<file path="src/rtl/mem_port_arbiter.sv">
// Arbitrates one single-ported memory between the instruction-fetch and data
// requesters, running one IDLE -> ACCESS -> RESP transaction at a time with a timeout watchdog.
module mem_port_arbiter #(
    parameter int ADDR_W  = 32,
    parameter int DATA_W  = 32,
    parameter int TIMEOUT = 255,
    parameter bit RR_EN   = 1'b1
) (
    input  logic              clk,
    input  logic              reset,
    input  logic              if_req,
    input  logic [ADDR_W-1:0] if_addr,
    output logic              if_gnt,
    output logic [DATA_W-1:0] if_rdata,
    output logic              if_done,
    input  logic              d_req,
    input  logic [ADDR_W-1:0] d_addr,
    input  logic [DATA_W-1:0] d_wdata,
    input  logic              d_rd_wr,
    output logic              d_gnt,
    output logic [DATA_W-1:0] d_rdata,
    output logic              d_done,
    output logic              mem_req,
    output logic [ADDR_W-1:0] mem_addr,
    output logic [DATA_W-1:0] mem_wdata,
    output logic              mem_rd_wr,
    input  logic [DATA_W-1:0] mem_rdata,
    input  logic              mem_ready,
    output logic              err_timeout
);
    localparam int CNT_W = $clog2(TIMEOUT);
    localparam logic [CNT_W-1:0] CNT_LAST = CNT_W'(TIMEOUT - 1);

    typedef enum logic [1:0] {IDLE, ACCESS, RESP} state_e;

    state_e            state_q, state_d;
    logic [CNT_W-1:0]  cnt_q, cnt_d;
    logic              last_data_q, last_data_d;
    logic              if_gnt_q, if_gnt_d, d_gnt_q, d_gnt_d;
    logic              if_done_q, if_done_d, d_done_q, d_done_d;
    logic              mem_req_q, mem_req_d, mem_rd_wr_q, mem_rd_wr_d;
    logic              err_timeout_q, err_timeout_d;
    logic [ADDR_W-1:0] mem_addr_q, mem_addr_d;
    logic [DATA_W-1:0] mem_wdata_q, mem_wdata_d;
    logic [DATA_W-1:0] if_rdata_q, if_rdata_d, d_rdata_q, d_rdata_d;
    logic              any_req, pick_data, timeout_hit;

    // last_data_q doubles as the current owner once a grant has been made.
    assign any_req     = if_req | d_req;
    assign pick_data   = d_req & ~(if_req & RR_EN & last_data_q);
    assign timeout_hit = (cnt_q == CNT_LAST);

    always_ff @(posedge clk or posedge reset) begin
        if (reset) state_q <= IDLE;
        else       state_q <= state_d;
    end

    always_comb begin
        state_d = state_q;
        case (state_q)
            IDLE:    if (any_req) state_d = ACCESS;
            ACCESS:  if (mem_ready || timeout_hit) state_d = RESP;
            RESP:    state_d = IDLE;
            default: state_d = IDLE;
        endcase
    end

    always_comb begin
        cnt_d         = cnt_q;
        last_data_d   = last_data_q;
        if_gnt_d      = if_gnt_q;
        d_gnt_d       = d_gnt_q;
        if_done_d     = if_done_q;
        d_done_d      = d_done_q;
        mem_req_d     = mem_req_q;
        mem_rd_wr_d   = mem_rd_wr_q;
        err_timeout_d = err_timeout_q;
        mem_addr_d    = mem_addr_q;
        mem_wdata_d   = mem_wdata_q;
        if_rdata_d    = if_rdata_q;
        d_rdata_d     = d_rdata_q;
        case (state_q)
            IDLE: begin
                if (any_req) begin
                    mem_req_d   = 1'b1;
                    if_gnt_d    = ~pick_data;
                    d_gnt_d     = pick_data;
                    cnt_d       = '0;
                    last_data_d = pick_data;
                    if (pick_data) begin
                        mem_addr_d  = d_addr;
                        mem_wdata_d = d_wdata;
                        mem_rd_wr_d = d_rd_wr;
                    end else begin
                        mem_addr_d  = if_addr;
                        mem_rd_wr_d = 1'b1;
                    end
                end
            end
            ACCESS: begin
                // A ready on the final watchdog cycle still completes normally.
                if (mem_ready) begin
                    mem_req_d = 1'b0;
                    if (last_data_q) begin
                        d_done_d = 1'b1;
                        if (mem_rd_wr_q) d_rdata_d = mem_rdata;
                    end else begin
                        if_done_d  = 1'b1;
                        if_rdata_d = mem_rdata;
                    end
                end else if (timeout_hit) begin
                    mem_req_d     = 1'b0;
                    err_timeout_d = 1'b1;
                    if (last_data_q) begin
                        d_done_d  = 1'b1;
                        d_rdata_d = '0;
                    end else begin
                        if_done_d  = 1'b1;
                        if_rdata_d = '0;
                    end
                end else begin
                    cnt_d = cnt_q + CNT_W'(1);
                end
            end
            RESP: begin
                if_gnt_d  = 1'b0;
                d_gnt_d   = 1'b0;
                if_done_d = 1'b0;
                d_done_d  = 1'b0;
            end
            default: ;
        endcase
    end

    always_ff @(posedge clk or posedge reset) begin
        if (reset) begin
            cnt_q         <= '0;
            last_data_q   <= 1'b1;
            if_gnt_q      <= 1'b0;
            d_gnt_q       <= 1'b0;
            if_done_q     <= 1'b0;
            d_done_q      <= 1'b0;
            mem_req_q     <= 1'b0;
            mem_rd_wr_q   <= 1'b1;
            err_timeout_q <= 1'b0;
            mem_addr_q    <= '0;
            mem_wdata_q   <= '0;
            if_rdata_q    <= '0;
            d_rdata_q     <= '0;
        end else begin
            cnt_q         <= cnt_d;
            last_data_q   <= last_data_d;
            if_gnt_q      <= if_gnt_d;
            d_gnt_q       <= d_gnt_d;
            if_done_q     <= if_done_d;
            d_done_q      <= d_done_d;
            mem_req_q     <= mem_req_d;
            mem_rd_wr_q   <= mem_rd_wr_d;
            err_timeout_q <= err_timeout_d;
            mem_addr_q    <= mem_addr_d;
            mem_wdata_q   <= mem_wdata_d;
            if_rdata_q    <= if_rdata_d;
            d_rdata_q     <= d_rdata_d;
        end
    end

    assign if_gnt      = if_gnt_q;
    assign d_gnt       = d_gnt_q;
    assign if_done     = if_done_q;
    assign d_done      = d_done_q;
    assign mem_req     = mem_req_q;
    assign mem_rd_wr   = mem_rd_wr_q;
    assign err_timeout = err_timeout_q;
    assign mem_addr    = mem_addr_q;
    assign mem_wdata   = mem_wdata_q;
    assign if_rdata    = if_rdata_q;
    assign d_rdata     = d_rdata_q;
endmodule
</file>
<file path="config.mk">
export PLATFORM = sky130hd
export DESIGN_NAME = mem_port_arbiter
export DESIGN_NICKNAME = d
export VERILOG_FILES = /design/src/rtl/mem_port_arbiter.sv
export SDC_FILE = /design/constraint.sdc
export NUM_CORES = 1
export LEC_CHECK = 0
export CORE_MARGIN = 4
export CORE_UTILIZATION = 46
export DETAILED_ROUTE_END_ITERATION = 10
export PLACE_DENSITY_LB_ADDON = 0.05
export SLEW_MARGIN = 10
export SYNTH_ARGS = -nofsm -noshare
export SYNTH_HDL_FRONTEND = slang
export SYNTH_SLANG_ARGS = --single-unit
</file>
<file path="constraint.sdc">
create_clock -name clk -period 8.1 [get_ports clk]
set_input_delay 0.81 -clock clk [delete_from_list [all_inputs] [get_ports clk]]
set_output_delay 0.81 -clock clk [all_outputs]
set_load 0.01 [all_outputs]
</file>
==> results of run 1 <==
==> worst max path at each step <==
stage	startpoint	endpoint	cells after the start
global route	state_q[1]	d_rdata[5]	6
detailed placement	mem_ready	if_rdata[0]	4
finish	mem_rd_wr	mem_rd_wr	1
floorplan	reset	cnt_q[0]	1
global placement	mem_ready	if_rdata[21]	4
CTS	mem_rd_wr	mem_rd_wr	1
==> cell type report <==
cell class	instances	area [sq um]	share of cell area, %
flip-flops and latches	146	3656	37.48
inverters	41	158.9	1.629
well taps	176	220.2	2.258
multi-input cells	333	2404	24.64
repair buffers	273	2733	28.01
clock buffers	23	478.0	4.900
clock inverters	9	105.1	1.077
==> metal layers <==
metal,share of wire (%),vias to the layer above,global-route usage (%)
met1,39,2571,27.60
li1,-,2480,-
met2,50,219,37.68
met3,8.2,38,7.113
met5,0,-,0
met4,2.8,0,8.139
==> Yosys cell counts, types with 2 or more instances <==
master,count
nand4_1,2
a22o_1,67
o221ai_1,3
nor2b_1,2
inv_1,40
or4_1,2
buf_2,15
o211ai_1,5
o2bb2ai_1,3
buf_6,5
clkbuf_1,15
nand3_1,2
nor2_1,4
a31oi_1,2
ha_1,5
and3_1,4
nand3b_1,4
o21ai_0,73
mux2i_1,32
nand2_1,70
dfstp_2,2
buf_4,3
mux2_2,32
dfrtp_1,144
==> state kept, by name (all words and copies together), names as in the netlist, 2 cells and up <==
register	flops
d_rdata	32
if_rdata	32
mem_addr	32
mem_wdata	32
cnt_q	8
state_q	2
==> where the power goes <==
group | internal (W) | switching, W
logic | 0.000957 | 0.000739
registers | 0.00108 | 0.000253
clock network | 0.000476 | 0.000292
==> logic make-up after synthesis <==
group / share of synthesized area (%)
buffers and inverters: 5.688
adders and majority gates: 0.9773
muxes: 10.63
AOI/OAI and AO/OA: 18.02
and+or+nand+nor: 7.564
DFF: 57.11
==> through the flow <==
| step | std cells | hold WS [ps] | power, W | setup slack [ps] | utilization [%] |
|---|---|---|---|---|---|
| final | 1001 | 456.7 | 0.003799 | 5336 | 72.51 |
| after global routing | 1001 | 483.6 | 0.004024 | 5057 | 72.51 |
| after CTS | 1000 | 463.6 | 0.003819 | 5316 | 72.36 |
| after detailed placement | 968 | 448.1 | 0.003039 | 5045 | 68.02 |
| after global placement | 968 | 446.0 | 0.002982 | 5120 | 68.02 |
| after floorplan | 558 | 481.4 | 0.002133 | 3370 | - |
==> worst reg2reg max path, cell delays in order, from the launching register on <==
cell     delay (ps)
dfrtp_1         390
inv_1            90
ha_1            640
and3_1         1050
nand2_1         190
o21ai_0         130
a22o_1          150
==> flow_metrics.tcl, run 1 <==
set metrics [dict create \
    status "finished clean" \
    vias_per_cell 5.303 \
    r2r-end "d_rdata[5]" \
    cts_root_buf "clkbuf_16" \
    place_area_sq_mm 0.009151 \
    dr_total_vias 5308 \
    n_fill_cell 977 \
    ff2ff_setup_slack_ps 5400 \
    min-delay-start "err_timeout" \
    tritoncts "yes" \
    ys.flop_type "dfrtp_1" \
    die_x_um 126.0 \
    cts_setup_buffers 0 \
    nets 951 \
    slew_headroom_pct 19.74 \
    ant_nets 0 \
    drt-total-wl_um 18180 \
    synth.cell_area_sq_mm 0.006401 \
    gp_congestion 0.7713 \
    synth_edf_count 0 \
    reg2reg_from "state_q[1]" \
    setup_violations 0 \
    max_cap_viol_count 0 \
    crit_type "reg2out" \
    grt_pass1_vias 5370 \
    cts_buffer_depth 2 \
    cts_buffers 17 \
    detailedRoute.firstIterationViolations 388 \
    dieArea_sq_mm 0.01587 \
    worstPathCellList "clkdlybuf4s50_1" \
    area_growth_pct 52.38 \
    grt_overflow_total 0 \
    syn_nets 697 \
    arrival_ps 1950 \
    yosysTopAreaCellShare_pct 56.29 \
    endpoint_kind "primary output" \
    holdPathStages 1 \
    initial_core_util_pct 47.58 \
    hold_viol 0 \
    clk_latency_ps 420 \
    clk_pin_slew_worst_paths_ps 60 \
    min_path_type "reg2reg" \
    h-tree-depth 4 \
    globalRouteTotalUtil_pct 22.54 \
    cp_slowest_cell "dfstp_2" \
    crit_fanout 36 \
    synthTopCellsByArea "dfrtp_1 (56%), a22o_1 (9.2%), o21ai_0 (5.7%)" \
    fin_worst_skew_ps 8.373 \
    yosysSeqAreaShare_pct 57.11 \
    cts_hold_buffers 0 \
    mostFrequentLayoutCells "clkdlybuf4s50_1 (268), dfrtp_1 (144), o21ai_0 (73)" \
    worst_setup_path_start_kind "flip-flop" \
    core-area_sq_mm 0.01345 \
    fin_crit_ps 2764 \
    async_flop_share_pct 100.0 \
    r2r.worst_path.cells 6 \
    rsz0062_at_grt "no" \
    max_stage_delay_ps 890 \
    grt_pass1_wl_um 28540 \
    fmax_mhz 361.8 \
    port-buffer-count 268 \
    period_share_pct 34.13 \
    pin_count 269 \
    hold_path_end "err_timeout" \
    design_area_sq_mm 0.009754 \
    critical_path.top_delay_family "flip-flops" \
    crit_buf_inv 1 \
    wire_per_inst_um 18.16 \
    layout-drive-gt1-share_pct 9.818 \
    fp.dieH_um 126.0 \
    place_hpwl_um 13310 \
    peakVddDrop_v 0.0001665 \
    antenna_found_initial 0 \
    drt_pre_antenna_iters 4 \
    drc 0 \
    synth_seq_cells 146 \
    finalMaxSlewViolations 0 \
    worst_slew_pin_slew_ps 1204 \
    rows 42 \
    syn_area_per_cell_sq_um 11.47 \
    synthCells 558 \
    yosysTopAreaCell "dfrtp_1" \
    layout_commonest_cell "clkdlybuf4s50_1" \
    antenna_cells 0 \
    fin_tns_setup_ps 0 \
    power_leakage_nw 4.291 \
    ys_types 46 \
    clkSinkCount 146 \
    cts_resized 0 \
    crit_required_ps 7290 \
    grt_max_degree 85 \
    p_per_area_mw_per_mm2 389.5 \
    ys_warn_count 0 \
]
(Power assumes the default switching activity.)
==> run 2: changes to the inputs <==
--- a/config.mk
+++ b/config.mk
@@ -6,7 +6,7 @@
 export NUM_CORES = 1
 export LEC_CHECK = 0
 export CORE_MARGIN = 4
-export CORE_UTILIZATION = 46
+export CORE_UTILIZATION = 43
 export DETAILED_ROUTE_END_ITERATION = 10
 export PLACE_DENSITY_LB_ADDON = 0.05
 export SLEW_MARGIN = 10
==> constraint.sdc (replaced) <==
create_clock -name clk -period 2.86 [get_ports clk]
set_input_delay 0.286 -clock clk [delete_from_list [all_inputs] [get_ports clk]]
set_output_delay 0.286 -clock clk [all_outputs]
set_load 0.01 [all_outputs]
==> run 2 against run 1 <==
First-iteration DRC count rose by 8.0%. Critical endpoint is now cnt_q[6]. Global-route usage decreased by 0.96 points. Cell count rose by 1.5%. Non-clock buffer count increased by 7. Critical path type is now reg2reg. Final area is 0.64% higher.
==> flow_metrics.tcl, run 2 (synthesis results as in run 1) <==
set metrics [dict create \
    status "finished clean" \
    max_stage_delay_ps 470 \
    endpoint_kind "flip-flop" \
    initial_core_util_pct 44.04 \
    crit_buf_inv 2 \
    layout_commonest_cell "clkdlybuf4s50_1" \
    antenna_found_initial 0 \
    worst_setup_path_start_kind "flip-flop" \
    dieArea_sq_mm 0.01690 \
    area_growth_pct 53.36 \
    cts_hold_buffers 0 \
    rsz0062_at_grt "no" \
    clk_pin_slew_worst_paths_ps 60 \
    max_cap_viol_count 0 \
    fmax_mhz 452.5 \
    grt_pass1_vias 5406 \
    port-buffer-count 268 \
    core-area_sq_mm 0.01453 \
    fin_crit_ps 2210 \
    min_path_type "in2async" \
    place_hpwl_um 13290 \
    peakVddDrop_v 0.0004910 \
    period_share_pct 77.27 \
    cp_slowest_cell "ha_1" \
    hold_viol 0 \
    fin_tns_setup_ps 0 \
    intPower_w 0.007039 \
    grt_overflow_total 0 \
    crit_type "reg2reg" \
    setup_violations 0 \
    p_switching_w 0.003695 \
    gp_congestion 0.7707 \
    dr_total_vias 5323 \
    power.share.clock_pct 19.9 \
    r2r-end "cnt_q[6]" \
    drt-total-wl_um 18220 \
    pin_count 269 \
    wire_per_inst_um 17.93 \
    mostFrequentLayoutCells "clkdlybuf4s50_1 (268), dfrtp_1 (144), o21ai_0 (73)" \
    vias_per_cell 5.239 \
    clkSinkCount 146 \
    cp_common_cell "inv_1" \
    cts_buffers 17 \
    fp.dieH_um 130.0 \
    die_x_um 130.0 \
    crit_fanout 13 \
    globalRouteTotalUtil_pct 21.58 \
    total_power_w 0.01073 \
    worstPathCellList "inv_1, ha_1, inv_1, nor3_2, or2_1, o221ai_1" \
    drc 0 \
    r2r.worst_path.cells 6 \
    power_leakage_nw 4.312 \
    rows 44 \
    p_comb_share_pct 45.4 \
    crit_required_ps 3140 \
    drt_pre_antenna_iters 4 \
    finalMaxSlewViolations 0 \
    h-tree-depth 4 \
    clk_latency_ps 420 \
    power_frac_seq_pct 34.8 \
    reg2reg_from "state_q[1]" \
    netSwitchingFraction_pct 34.43 \
    slew_headroom_pct 57.33 \
    n_fill_cell 1076 \
    layout-drive-gt1-share_pct 10.94 \
    cts_root_buf "clkbuf_16" \
    cts_setup_buffers 0 \
    cts_buffer_depth 2 \
    fin_worst_skew_ps 7.098 \
    arrival_ps 2490 \
    grt_pass1_wl_um 28600 \
    startpoint "state_q[1]" \
    nets 958 \
    ant_nets 0 \
    worst_slew_pin_slew_ps 640.0 \
    cts_resized 0 \
    detailedRoute.firstIterationViolations 419 \
    grt_max_degree 117 \
    p_per_area_mw_per_mm2 1093 \
    tritoncts "yes" \
    critical_path.top_delay_family "simple AND/OR/NAND/NOR gates" \
    antenna_cells 0 \
    ff2ff_setup_slack_ps 650 \
]
==> run 2: cell count changes in the layout (fill, tap and decap cells not counted), moves of 2 or more <==
cell and delta:
buf_4 +6, clkinv_4 +4, clkbuf_1 -3, clkinvlp_4 +3
clkbuf_8 -2, clkinv_2 -2
==> run 2: layer usage <==
layer	wire [um]	part of all wire, %	track usage (%)	vias to the layer above
li1	-	-	-	2493
met3	1430	7.8	7.532	25
met1	7416	41	27.06	2606
met5	0	0	0	-
met2	9019	50	35.15	199
met4	353	1.9	7.029	0
==> run 2: power by group through the flow <==
| stage | Clock, W | Combinational [W] | Sequential (W) |
|---|---|---|---|
| floorplan | 0 | 0.00197 | 0.00408 |
| global placement | 0 | 0.00483 | 0.00369 |
| detailed placement | 0 | 0.00492 | 0.00375 |
| CTS | 0.00218 | 0.00495 | 0.00373 |
| global route | 0.00228 | 0.00529 | 0.00386 |
| finish | 0.00213 | 0.00487 | 0.00373 |
==> run 2: metrics by stage <==
step / cells / hold WS [ps] / worst slack (ps) / cell area [sq um] / utilization [%]
after floorplan: 558 / 413.7 / 742.6 / 6405 / -
after global placement: 984 / 448.6 / 763.6 / 9245 / 63.61
after detailed placement: 984 / 448.3 / 696.8 / 9245 / 63.61
after CTS: 1016 / 357.1 / 673.3 / 9817 / 67.54
after global routing: 1016 / 378.2 / 470.5 / 9817 / 67.54
final: 1016 / 349.6 / 650.0 / 9817 / 67.54
==> run 2: worst max-delay path by stage <==
stage / end / slack [ps] / cells after the start
detailed placement: cnt_q[6] / 700 / 6
CTS: cnt_q[6] / 670 / 6
global placement: mem_addr[29] / 760 / 5
global route: cnt_q[6] / 470 / 6
floorplan: cnt_q[0] / 740 / 1
finish: cnt_q[6] / 650 / 6
==> run 2: final cells by class <==
class,instances,area (sq um),area share [%]
clock inverter,14,132.6,1.351
multi-input combinational,333,2404,24.48
sequential,146,3656,37.24
tap,184,230.2,2.345
inverter,41,157.7,1.606
timing repair buffer,280,2798,28.50
clock buffer,18,439.2,4.474
==> run 2: worst register-to-register path, delay by kind of cell, from the launching register on <==
kind	cells	cell delay, ps
AOI/OAI and AO/OA	1	160
buffers and inverters	2	280
adders and majority gates	1	470
and+or+nand+nor	2	760
DFF	1	410
